===== src/rtl/channel_pkg.sv =====
// Shared definitions for the I/Q channel emulator: phase codes, LFSR taps, saturating helpers.
// Helpers work on int so they stay width-generic; w is the signed result width.
package channel_pkg;

  localparam logic [1:0] PH_IDLE = 2'd0;
  localparam logic [1:0] PH_HEAD = 2'd1;
  localparam logic [1:0] PH_DATA = 2'd2;
  localparam logic [1:0] PH_REST = 2'd3;

  // Fibonacci taps (shift-left form): x^8+x^6+x^5+x^4+1 and x^16+x^14+x^13+x^11+1
  localparam logic [15:0] TAPS_8  = 16'h00B8;
  localparam logic [15:0] TAPS_16 = 16'hB400;

  typedef enum logic [1:0] {
    ST_IDLE = PH_IDLE,
    ST_HEAD = PH_HEAD,
    ST_DATA = PH_DATA,
    ST_REST = PH_REST
  } state_e;

  function automatic logic [15:0] lfsr_taps(input int len);
    return (len == 16) ? TAPS_16 : TAPS_8;
  endfunction

  // The int intermediate is wider than w+1 bits, so the sum can never wrap before clamping.
  function automatic int sat_add(input int a, input int b, input int w);
    int s;
    int hi;
    int lo;
    s  = a + b;
    hi = (1 << (w - 1)) - 1;
    lo = -hi - 1;
    if (s > hi) return hi;
    if (s < lo) return lo;
    return s;
  endfunction

  function automatic int sat_neg(input int a, input int w);
    return sat_add(-a, 0, w);
  endfunction

endpackage


===== src/rtl/channel_model_noise_lfsr.sv =====
// Per-lane noise source: free-running Fibonacci LFSR, low NOISE_BITS sign-extended to W.
// Combinational output from the current LFSR state; advances every non-reset cycle, never stalls.
module noise_lfsr
  import channel_pkg::*;
#(
  parameter int                W          = 4,
  parameter int                LFSR_W     = 8,
  parameter int                NOISE_BITS = 2,
  parameter logic [LFSR_W-1:0] SEED       = 1
) (
  input  logic                clk,
  input  logic                reset,
  output logic signed [W-1:0] noise
);

  localparam logic [LFSR_W-1:0] TAPS = LFSR_W'(lfsr_taps(LFSR_W));

  logic [LFSR_W-1:0] lfsr;

  always_ff @(posedge clk) begin
    if (!reset) begin
      lfsr <= SEED;
    end else begin
      lfsr <= {lfsr[LFSR_W-2:0], ^(lfsr & TAPS)};
    end
  end

  assign noise = {{(W - NOISE_BITS){lfsr[NOISE_BITS-1]}}, lfsr[NOISE_BITS-1:0]};

endmodule


===== config.mk =====
export PLATFORM = sky130hd
export DESIGN_NAME = noise_lfsr
export DESIGN_NICKNAME = d
export VERILOG_FILES = /design/src/rtl/channel_pkg.sv /design/src/rtl/channel_model_noise_lfsr.sv
export SDC_FILE = /design/constraint.sdc
export NUM_CORES = 1
export LEC_CHECK = 0
export BUFFER_PORTS_ARGS = -buffer_cell sky130_fd_sc_hd__buf_4
export CAP_MARGIN = 10
export CORE_AREA = 5 5 42 44
export DETAILED_ROUTE_END_ITERATION = 8
export DIE_AREA = 0 0 47 49
export SYNTH_ARGS = -nofsm -noshare
export SYNTH_HDL_FRONTEND = slang
export SYNTH_SLANG_ARGS = --single-unit

===== constraint.sdc =====
create_clock -name clk -period 1.2 [get_ports clk]
set_clock_uncertainty 0.05 [all_clocks]
set_input_delay 0.12 -clock clk [delete_from_list [all_inputs] [get_ports clk]]
set_output_delay 0.12 -clock clk [all_outputs]
set_load 0.01 [all_outputs]

Word-level counts from Yosys, hierarchy flattened
Index checks and enable logic that the tools add are counted.
{ "totals": {"out_inout_bits": 4, "register_bits": 8, "input_bits": 2} }
{ "op_classes": {"n_reduce_logical": 1} }
{ "op_table": {"columns": ["cell", "count"], "rows": [
  ["$reduce_xor A8 Y1", 1]
]} }

Longest topological paths before layout
Gate-level depths: netlist of run 1.
{ "logic_depth": {"depth_word": 1, "mapped_depth": 3, "depth_no_buf": 3} }

Worst setup path after synthesis of run 1
OpenSTA, ideal clock, no wires.
{ "synth_path": {"path_kind": "flip-flop to flip-flop", "start": "register lfsr[4]", "end": "register lfsr[0]", "setup_slack_ns": 0.378, "n_path_buf": 0, "setup_ns": 0.115, "t_required_ns": 1.035, "arrival_ns": 0.656, "stages_incl_launch_ff": 4, "cell_sequence": "dfxtp_1 -> xor2_1 -> xnor2_1 -> nand2_1"} }
{ "synth_between": {"elab_chain_cells": 1} }
{ "synth_lines": {"columns": ["item", "line", "text"], "rows": [
  ["from (decl)", "channel_model_noise_lfsr.sv:18", "logic [LFSR_W-1:0] lfsr;"],
  ["from (signal assigned)", "channel_model_noise_lfsr.sv:24", "lfsr <= {lfsr[LFSR_W-2:0], ^(lfsr & TAPS)};"],
  ["$reduce_xor A8 Y1", "channel_model_noise_lfsr.sv:24", null]
]} }
Every way passes these cells.
A chain may end at the register's enable or synchronous reset.

Worst setup path after layout of run 1
{ "layout_path": {"start": "register lfsr[1]", "end": "output port noise[3]"} }
{ "layout_rtl": {"columns": ["item", "line", "text"], "rows": [
  ["to (decl)", "channel_model_noise_lfsr.sv:13", "output logic signed [W-1:0] noise"]
]} }
No word-level cell between the ends.

==> results.py, run 1 <==
metrics = {
    "outcome": {
        "status": "finished clean",
    },
    "flow_run": {
        "drv_cap": 0,
    },
    "cells_and_area": {
        "layout-drive-gt1-share_pct": 33.3,
        "synthToLayoutAreaGrowth_pct": 18.9,
        "top_register": "lfsr",
        "nets": 31,
        "largest_register_ffs": 8,
        "top_regs": "lfsr x8",
        "layout_commonest_cell": "dfxtp_1",
        "antenna_cells": 0,
        "stdcell_count": 43,
        "most-common-layout-cells": "8 x dfxtp_1, 6 x and2_1, 5 x buf_4, 3 x clkbuf_4, 2 x xor2_1",
    },
    "detailed_routing": {
        "via_count": 145,
        "post_drt_wl_per_cell_um": 7.65,
        "detail_route.vias_per_cell": 3.37,
        "ant_nets": 0,
        "drt-total-wl_um": 329,
        "drcViolationCount": 0,
        "drt_iter0_markers": 3,
        "first_pass_iters": 2,
    },
    "global_routing": {
        "grt_pass1_vias": 153,
        "use_met1_pct": 4.67,
        "grt_start_max_net_pins": 9,
        "grt_pass1_wl_um": 600,
        "grt.met2_usage_pct": 4.30,
        "grt_overflow": 0,
        "grtUsageTotal_pct": 4.10,
        "busiest_layer": "met1",
        "antenna_found_initial": 0,
        "gr-usage-met3_pct": 3.32,
    },
    "logic_synthesis": {
        "synthXorXnorAreaFrac_pct": 9.91,
        "syn_area_um2": 265,
        "synth_simple_gate_area_share_pct": 18.4,
        "synth_top_area_cell": "dfxtp_1",
        "synth.area.top_cells": "dfxtp_1 60%, and2_1 14%, buf_4 11%, xor2_1 6.6%, xnor2_1 3.3%",
        "synth_nets": 25,
        "syn_avg_cell_area_um2": 11.5,
        "ys_types": 7,
        "synthMuxAreaShare_pct": 0,
        "ys_ff_latch": 8,
        "synth_seq_area_share_pct": 60.4,
        "yosysWarnings": 0,
        "synth_fa_ha_area_share_pct": 0,
        "synth-compound-area-share_pct": 0,
        "synth_top_family_by_area": "simple AND/OR/NAND/NOR gates",
        "netlist.area_leader.share_pct": 60.4,
        "syn_inst": 23,
    },
    "clock_network": {
        "clk_pin_slew_worst_paths_ns": 0.05,
        "ctsHtreeMaxLevel": 1,
        "clockRootBuffer": "clkbuf_4",
        "worstSkewPairLatency_ns": 0.25,
        "clock_path_buffers": 2,
        "cts_tree": "built",
        "cts_sinks": 8,
        "cts-resized-gates": 0,
        "cts_setup_buffers": 0,
        "numCtsBuffers": 3,
        "hold_buffers": 0,
    },
    "timing": {
        "tns_ns": 0,
        "slew_headroom_pct": 89.4,
        "setup_viol": 0,
        "rsz0062_at_grt": "false",
        "max_freq_mhz": 1090,
        "finalCritPeriodShare_pct": 76.5,
        "hold_violations": 0,
        "drv_slew": 0,
        "tightest_slew_ns": 0.159,
        "fin_crit_ns": 0.918,
    },
    "floorplan": {
        "die_h_um": 49,
        "fp.dieW_um": 47,
        "rows": 14,
        "boundaryPins": 6,
        "core_mm2": 0.00140,
        "start_util_pct": 18.9,
        "dieArea_mm2": 0.00230,
    },
    "worst_setup_path": {
        "worst_path_max_delay_cell": "dfxtp_1",
        "crit_required_ns": 1.03,
        "rr_startpoint": "lfsr[3]",
        "crit_chain": "buf_4",
        "worstSetupPathType": "flip-flop to output pin",
        "cp_top_family": "flip-flops",
        "worst-path-buf-inv": 1,
        "critPathLaunch": "lfsr[1]",
        "arrival_ns": 0.75,
        "r2r_cells": 3,
        "cp-end-kind": "output pin",
        "cp_max_fo": 4,
        "reg2reg_to": "lfsr[0]",
        "max_stage_delay_ns": 0.36,
        "cp-start-kind": "flip-flop",
        "r2r_setup_slack_ns": 0.35,
    },
    "place": {
        "gp_congestion": 0.652,
        "dp_cells": 40,
        "numPortBuffers": 5,
    },
    "power_and_ir_drop": {
        "cellPowerDensity_mw_per_mm2": 1620,
        "vdd_drop_max_uv": 579,
        "p_leak_nw": 0.148,
    },
    "worst_hold_path": {
        "hp-start": "reset",
        "whs_endpoint": "lfsr[0]",
        "holdCritPathClass": "primary input to flip-flop",
        "hold_depth": 2,
    },
}
cells in the mapped netlist:
cell	instances
and2_1	6
dfxtp_1	8
and2_2	1
xnor2_1	1
xor2_1	2
nand2_1	1
buf_4	4
per-layer routing:
layer	vias up	wire (um)
met2	5	131
met3	0	33
li1	76	-
met1	64	164
met5	-	0
met4	0	0
through the flow:
| step | power (mW) | area (um2) | setup WS [ns] | utilization (%) | hold slack [ns] |
|---|---|---|---|---|---|
| floorplan | 0.311 | 265 | 0.378 | - | 0.132 |
| global placement | 0.320 | 293 | 0.344 | 20.9 | 0.288 |
| detailed placement | 0.320 | 293 | 0.339 | 20.9 | 0.285 |
| CTS | 0.518 | 315 | 0.268 | 22.5 | 0.0181 |
| global route | 0.549 | 315 | 0.228 | 22.5 | 0.0400 |
| finish | 0.510 | 315 | 0.282 | 22.5 | 0.0229 |
area by class of cell:
class / count / area [um2]
Fill cell: 157 / 1090
Sequential cell: 8 / 160
Multi-Input combinational cell: 11 / 75.1
Timing Repair Buffer: 5 / 37.5
Clock buffer: 3 / 22.5
Tap cell: 16 / 20.0
where the power goes:
| group | leakage, nW | switching (mW) | internal [mW] | total, mW |
|---|---|---|---|---|
| clock network | 0.0138 | 0.0827 | 0.114 | 0.197 |
| logic | 0.0684 | 0.0138 | 0.0191 | 0.0329 |
| registers | 0.0655 | 0.00497 | 0.275 | 0.280 |
kinds of logic after synthesis:
group | after synthesis
xor+xnor | 3
buf+inv | 4
flops | 8
simple gates | 8
worst max-delay path by stage:
stage,end,cells after the start
6_report,noise[3],1
5_1_grt,noise[2],1
4_1_cts,noise[3],1
2_1_floorplan,lfsr[0],3
3_3_place_gp,lfsr[0],3
3_5_place_dp,lfsr[0],3
No activity file was read; power rests on OpenSTA's default activity.
==> run 2, diff against run 1 <==
--- a/config.mk
+++ b/config.mk
@@ -5,6 +5,7 @@
 export SDC_FILE = /design/constraint.sdc
 export NUM_CORES = 1
 export LEC_CHECK = 0
+export ABC_AREA = 1
 export BUFFER_PORTS_ARGS = -buffer_cell sky130_fd_sc_hd__buf_4
 export CAP_MARGIN = 10
 export CORE_AREA = 5 5 42 44
==> constraint.sdc (replaced) <==
create_clock -name clk -period 0.8 [get_ports clk]
set_clock_uncertainty 0.05 [all_clocks]
set_input_delay 0.08 -clock clk [delete_from_list [all_inputs] [get_ports clk]]
set_output_delay 0.08 -clock clk [all_outputs]
set_load 0.01 [all_outputs]
==> run 2 against run 1 <==
The run now ends with negative setup slack left. Area after synthesis is 21% higher. Total power is 52% higher. Worst setup slack lost 0.33 ns. Combinational power up 74%. Critical path type unchanged.
==> results.py, run 2 <==
metrics = {
    "outcome": {
        "status": "complete, but fails checks",
        "violations": "negative setup slack",
    },
    "timing": {
        "tightest_slew_ns": 0.0847,
        "setup_viol": 4,
        "hold_violations": 0,
        "tns_ns": -0.140,
        "fin_crit_ns": 0.844,
        "drv_slew": 0,
        "rsz0062_at_grt": "true",
        "slew_headroom_pct": 94.4,
        "layout_setup_ws_ns": -0.0439,
        "max_freq_mhz": 1190,
        "fin_hold_ws_ns": 0.0295,
        "finalCritPeriodShare_pct": 105,
    },
    "logic_synthesis": {
        "syn_avg_cell_area_um2": 6.96,
        "synth_edf_count": 0,
        "synth_top_area_cell": "dfxtp_1",
        "ys_async_sr_fraction_pct": 0,
        "ys_types": 6,
        "syn_area_um2": 320,
        "netlist.area_leader.share_pct": 50.0,
        "synth-main-ff-cell": "dfxtp_1",
        "syn_inst": 46,
        "synth.area.top_cells": "dfxtp_1 50%, nand2_1 25%, inv_1 13%, buf_4 9.4%, buf_2 1.6%",
        "synth_nets": 48,
        "synth_seq_area_share_pct": 50.0,
        "synth_commonest_cells": "21 x nand2_1, 11 x inv_1, 8 x dfxtp_1",
        "synth.most_common_cell": "nand2_1",
        "yosysWarnings": 0,
        "ys_ff_latch": 8,
    },
    "detailed_routing": {
        "via_count": 241,
        "drcViolationCount": 0,
        "drt_iter0_markers": 2,
        "detail_route.vias_per_cell": 3.71,
        "ant_nets": 0,
        "drt-total-wl_um": 474,
        "post_drt_wl_per_cell_um": 7.29,
        "first_pass_iters": 2,
    },
    "worst_setup_path": {
        "arrival_ns": 0.71,
        "max_stage_delay_ns": 0.35,
        "cp_top_family": "flip-flops",
        "crit_chain": "buf_4",
        "worst_path_max_delay_cell": "dfxtp_2",
        "r2r_cells": 5,
        "worstSetupPathType": "flip-flop to output pin",
        "reg2reg_to": "lfsr[0]",
        "worst-path-buf-inv": 1,
        "cp-start-kind": "flip-flop",
        "crit_required_ns": 0.67,
        "r2r_setup_slack_ns": 0.03,
        "rr_startpoint": "lfsr[4]",
        "cp_max_fo": 4,
        "cp-end-kind": "output pin",
    },
    "power_and_ir_drop": {
        "p_int_uw": 616,
        "sequentialPowerShare_pct": 54.8,
        "switching_power_uw": 161,
        "cellPowerDensity_mw_per_mm2": 2060,
        "vdd_drop_max_uv": 444,
        "pwr-share-comb_pct": 7.4,
        "p_leak_nw": 0.221,
        "netSwitchingFraction_pct": 20.8,
        "p_clk_share_pct": 37.8,
    },
    "flow_run": {
        "drv_cap": 0,
    },
    "worst_hold_path": {
        "whs_endpoint": "lfsr[3]",
        "hp-start": "reset",
        "holdCritPathClass": "primary input to flip-flop",
        "hold_depth": 3,
    },
    "place": {
        "gp_congestion": 0.659,
        "dp_cells": 62,
        "post-dp-hpwl_um": 359,
        "numPortBuffers": 5,
    },
    "clock_network": {
        "clk_pin_slew_worst_paths_ns": 0.05,
        "hold_buffers": 0,
        "numCtsBuffers": 3,
        "cts_setup_buffers": 0,
        "cts_tree": "built",
        "worstSkewPairLatency_ns": 0.24,
        "clock_path_buffers": 2,
        "cts_sinks": 8,
        "clockRootBuffer": "clkbuf_4",
        "ctsHtreeMaxLevel": 1,
    },
    "cells_and_area": {
        "fillerInstances": 170,
        "largest_register_ffs": 8,
        "most-common-layout-cells": "21 x nand2_1, 8 x inv_1, 6 x dfxtp_2, 4 x buf_4",
        "layout_commonest_cell": "nand2_1",
        "top_register": "lfsr",
        "synthToLayoutAreaGrowth_pct": 17.6,
        "stdcell_count": 65,
        "layout-drive-gt1-share_pct": 34.7,
        "antenna_cells": 0,
        "top_regs": "lfsr x8",
        "nets": 53,
        "final_core_util_pct": 26.9,
    },
    "floorplan": {
        "start_util_pct": 22.9,
        "fp.dieW_um": 47,
        "boundaryPins": 6,
        "dieArea_mm2": 0.00230,
        "die_h_um": 49,
        "rows": 14,
        "core_mm2": 0.00140,
    },
    "global_routing": {
        "grt_overflow": 0,
        "grt_pass1_vias": 231,
        "antenna_found_initial": 0,
        "grt_start_max_net_pins": 9,
        "grt_pass1_wl_um": 821,
        "grtUsageTotal_pct": 5.36,
    },
}
-- run 2: changes by cell type after synthesis, sizes merged --
cell | before | now
nand2 | 1 | 21
buf | 4 | 5
xnor2 | 1 | 0
nand3 | 0 | 1
xor2 | 2 | 0
and2 | 7 | 0
inv | 0 | 11
-- run 2: area by class of cell --
class / instances / area, um2 / share of cell area [%]
repair buffers: 5 / 41.3 / 11.0
inverters: 11 / 41.3 / 11.0
multi-input cells: 22 / 83.8 / 22.3
clock buffers: 3 / 22.5 / 5.98
flip-flops and latches: 8 / 168 / 44.5
well taps: 16 / 20.0 / 5.32
-- run 2: layer usage --
layer / share of wire [%] / routed length, um / track usage, %
met1: 46 / 220 / 5.30
met2: 54 / 254 / 7.01
met3: 0 / 0 / 2.21
met4: 0 / 0 / 6.91
met5: 0 / 0 / 0
-- run 2: worst max path at each step --
stage,start,endpoint,slack [ns],depth (start not counted)
5_1_grt,lfsr[1],noise[3],-0.08,1
3_3_place_gp,lfsr[3],lfsr[0],0.004,5
4_1_cts,lfsr[1],noise[3],-0.05,1
6_report,lfsr[1],noise[3],-0.04,1
2_1_floorplan,lfsr[3],lfsr[0],0.05,5
3_5_place_dp,lfsr[4],lfsr[0],-0.009,5
-- run 2: cells by family (layout without fill, tap and decap cells) --
| group | Yosys count | count (layout) | share of synthesized area, % |
|---|---|---|---|
| buffers and inverters | 16 | 19 | 23.8 |
| AND/OR/NAND/NOR | 22 | 22 | 26.2 |
| flip-flops | 8 | 8 | 50.0 |
-- run 2: through the flow --
stage	power [mW]	setup slack [ns]	area (um2)
floorplan	0.476	0.0464	320
CTS	0.796	-0.0545	375
global route	0.833	-0.0790	377
detailed placement	0.486	-0.00930	343
global placement	0.485	0.00389	343
finish	0.777	-0.0439	377
-- run 2: what timing repair did --
item,4_1_cts,5_1_grt
resized for setup,6,4
hold endpoints to repair,0,0
endpoints found under the setup margin,5,5
-- run 2: power groups by stage --
stage | Sequential, mW | Clock [mW] | Combinational, mW
final | 0.426 | 0.294 | 0.0574
after global routing | 0.427 | 0.342 | 0.0646
after CTS | 0.425 | 0.313 | 0.0582
after detailed placement | 0.430 | 0 | 0.0559
after global placement | 0.429 | 0 | 0.0552
after floorplan | 0.428 | 0 | 0.0479
==> run 3, diff against run 2 <==
--- a/config.mk
+++ b/config.mk
@@ -11,6 +11,7 @@
 export CORE_AREA = 5 5 42 44
 export DETAILED_ROUTE_END_ITERATION = 8
 export DIE_AREA = 0 0 47 49
+export SLEW_MARGIN = 20
 export SYNTH_ARGS = -nofsm -noshare
 export SYNTH_HDL_FRONTEND = slang
 export SYNTH_SLANG_ARGS = --single-unit
==> constraint.sdc (replaced) <==
create_clock -name clk -period 0.9 [get_ports clk]
set_clock_uncertainty 0.05 [all_clocks]
set_input_delay 0.09 -clock clk [delete_from_list [all_inputs] [get_ports clk]]
set_output_delay 0.09 -clock clk [all_outputs]
set_load 0.01 [all_outputs]
==> run 3 against run 2 <==
The run now ends clean. Critical path type unchanged. Critical path depth stayed put. Clock power is 12% lower. Total power is 12% lower. Cell area is 1.7% lower. Routed wire length is 6.8% lower. Global-route usage is 0.63 points lower. Count of clock-buffer cells in the layout stayed put. Flip-flop and latch count stayed put. Via count is 4.6% lower.
==> results.py, run 3 (synthesis gave the netlist of run 2 again) <==
metrics = {
    "timing": {
        "hold_violations": 0,
        "slew_headroom_pct": 93.8,
        "drv_slew": 0,
        "max_freq_mhz": 1170,
        "tightest_slew_ns": 0.0923,
        "rsz0062_at_grt": "false",
        "tns_ns": 0,
        "setup_viol": 0,
        "finalCritPeriodShare_pct": 94.8,
        "fin_crit_ns": 0.853,
    },
    "cells_and_area": {
        "layout-drive-gt1-share_pct": 24.5,
        "antenna_cells": 0,
        "layout_commonest_cell": "nand2_1",
        "top_regs": "lfsr x8",
        "most-common-layout-cells": "21 x nand2_1, 11 x inv_1, 5 x buf_4, 4 x dfxtp_1, 4 x dfxtp_2",
        "nets": 53,
        "final_core_util_pct": 26.4,
        "fillerInstances": 160,
        "stdcell_count": 65,
        "top_register": "lfsr",
        "largest_register_ffs": 8,
        "synthToLayoutAreaGrowth_pct": 15.6,
    },
    "worst_setup_path": {
        "worst-path-buf-inv": 1,
        "crit_required_ns": 0.76,
        "worst_path_max_delay_cell": "dfxtp_2",
        "max_stage_delay_ns": 0.33,
        "cp_max_fo": 4,
        "cp_top_family": "flip-flops",
        "crit_chain": "buf_4",
        "r2r_setup_slack_ns": 0.12,
        "cp-end-kind": "output pin",
        "arrival_ns": 0.71,
        "worstSetupPathType": "flip-flop to output pin",
        "cp-start-kind": "flip-flop",
    },
    "floorplan": {
        "start_util_pct": 22.9,
        "core_mm2": 0.00140,
        "boundaryPins": 6,
        "dieArea_mm2": 0.00230,
        "die_h_um": 49,
        "rows": 14,
        "fp.dieW_um": 47,
    },
    "global_routing": {
        "grtUsageTotal_pct": 4.73,
        "gr-usage-met3_pct": 1.11,
        "grt.met2_usage_pct": 5.88,
        "grt_overflow": 0,
        "use_met1_pct": 5.09,
        "busiest_layer": "met4",
        "grt_start_max_net_pins": 9,
        "grt_pass1_vias": 203,
        "antenna_found_initial": 0,
        "grt_pass1_wl_um": 724,
    },
    "clock_network": {
        "numCtsBuffers": 3,
        "clock_path_buffers": 2,
        "clk_pin_slew_worst_paths_ns": 0.05,
        "cts_tree": "built",
        "ctsHtreeMaxLevel": 1,
        "cts_sinks": 8,
        "clockRootBuffer": "clkbuf_4",
        "worstSkewPairLatency_ns": 0.24,
        "cts_setup_buffers": 0,
    },
    "flow_run": {
        "drv_cap": 0,
    },
    "detailed_routing": {
        "first_pass_iters": 4,
        "drcViolationCount": 0,
        "drt_iter0_markers": 3,
        "drt-total-wl_um": 442,
        "ant_nets": 0,
        "via_count": 230,
        "detail_route.vias_per_cell": 3.54,
        "post_drt_wl_per_cell_um": 6.80,
    },
    "outcome": {
        "status": "finished clean",
    },
    "place": {
        "post-dp-hpwl_um": 350,
        "dp_cells": 62,
        "gp_congestion": 0.653,
        "numPortBuffers": 5,
    },
    "power_and_ir_drop": {
        "cellPowerDensity_mw_per_mm2": 1840,
        "p_leak_nw": 0.219,
        "vdd_drop_max_uv": 377,
    },
    "worst_hold_path": {
        "holdCritPathClass": "primary input to flip-flop",
    },
}
## run 3: cell types whose count changed in the layout (fill, tap and decap cells not counted)
cell	delta
dfxtp_1	+2
buf_6	-1
inv_1	+3
dfxtp_2	-2
buf_4	+1
inv_2	-3
## run 3: per-stage QoR
step / hold WS (ns) / worst slack, ns / cell area (um2) / total power [mW]
6_report: 0.0368 / 0.0466 / 370 / 0.682
5_1_grt: 0.0463 / 0.0127 / 370 / 0.725
4_1_cts: 0.0306 / 0.0356 / 367 / 0.699
3_5_place_dp: 0.293 / 0.0749 / 343 / 0.431
3_3_place_gp: 0.289 / 0.103 / 343 / 0.431
2_1_floorplan: 0.280 / 0.146 / 320 / 0.423
## run 3: path summary, 6_finish.rpt
check / to / startpoint / cells after the start
worst min-delay path: lfsr[3] / reset / 3
worst min register to register: lfsr[3] / lfsr[2] / 2
worst max register to register: lfsr[0] / lfsr[7] / 5
worst max-delay path: noise[2] / lfsr[1] / 1
## run 3: area by class of cell
cell class | count | area [um2] | share of cell area, %
inverters | 11 | 41.3 | 11.1
clock buffers | 3 | 22.5 | 6.08
multi-input cells | 22 | 83.8 | 22.6
flip-flops and latches | 8 | 165 | 44.6
well taps | 16 | 20.0 | 5.41
repair buffers | 5 | 37.5 | 10.1
## run 3: repair_timing
item,4_1_cts,5_1_grt
gates resized for setup,1,3
endpoints found under the setup margin,3,1
cloned,0,0
hold buffers,0,0
endpoints found under the hold margin,0,0
## run 3: routing by layer
layer	routed length [um]	share of wire, %
met1	217	49
met2	220	50
met3	4	0.90
met4	0	0
met5	0	0
## run 3: worst min-delay path, cell delays in order
cell	delay, ns
buf_4	0.12
nand2_1	0.05
inv_1	0.04
## run 3: power by group
group | switching, mW | leakage, nW | internal, mW
logic | 0.0240 | 0.138 | 0.0244
clock network | 0.106 | 0.0138 | 0.152
registers | 0.00800 | 0.0671 | 0.368
total | 0.138 | 0.219 | 0.544
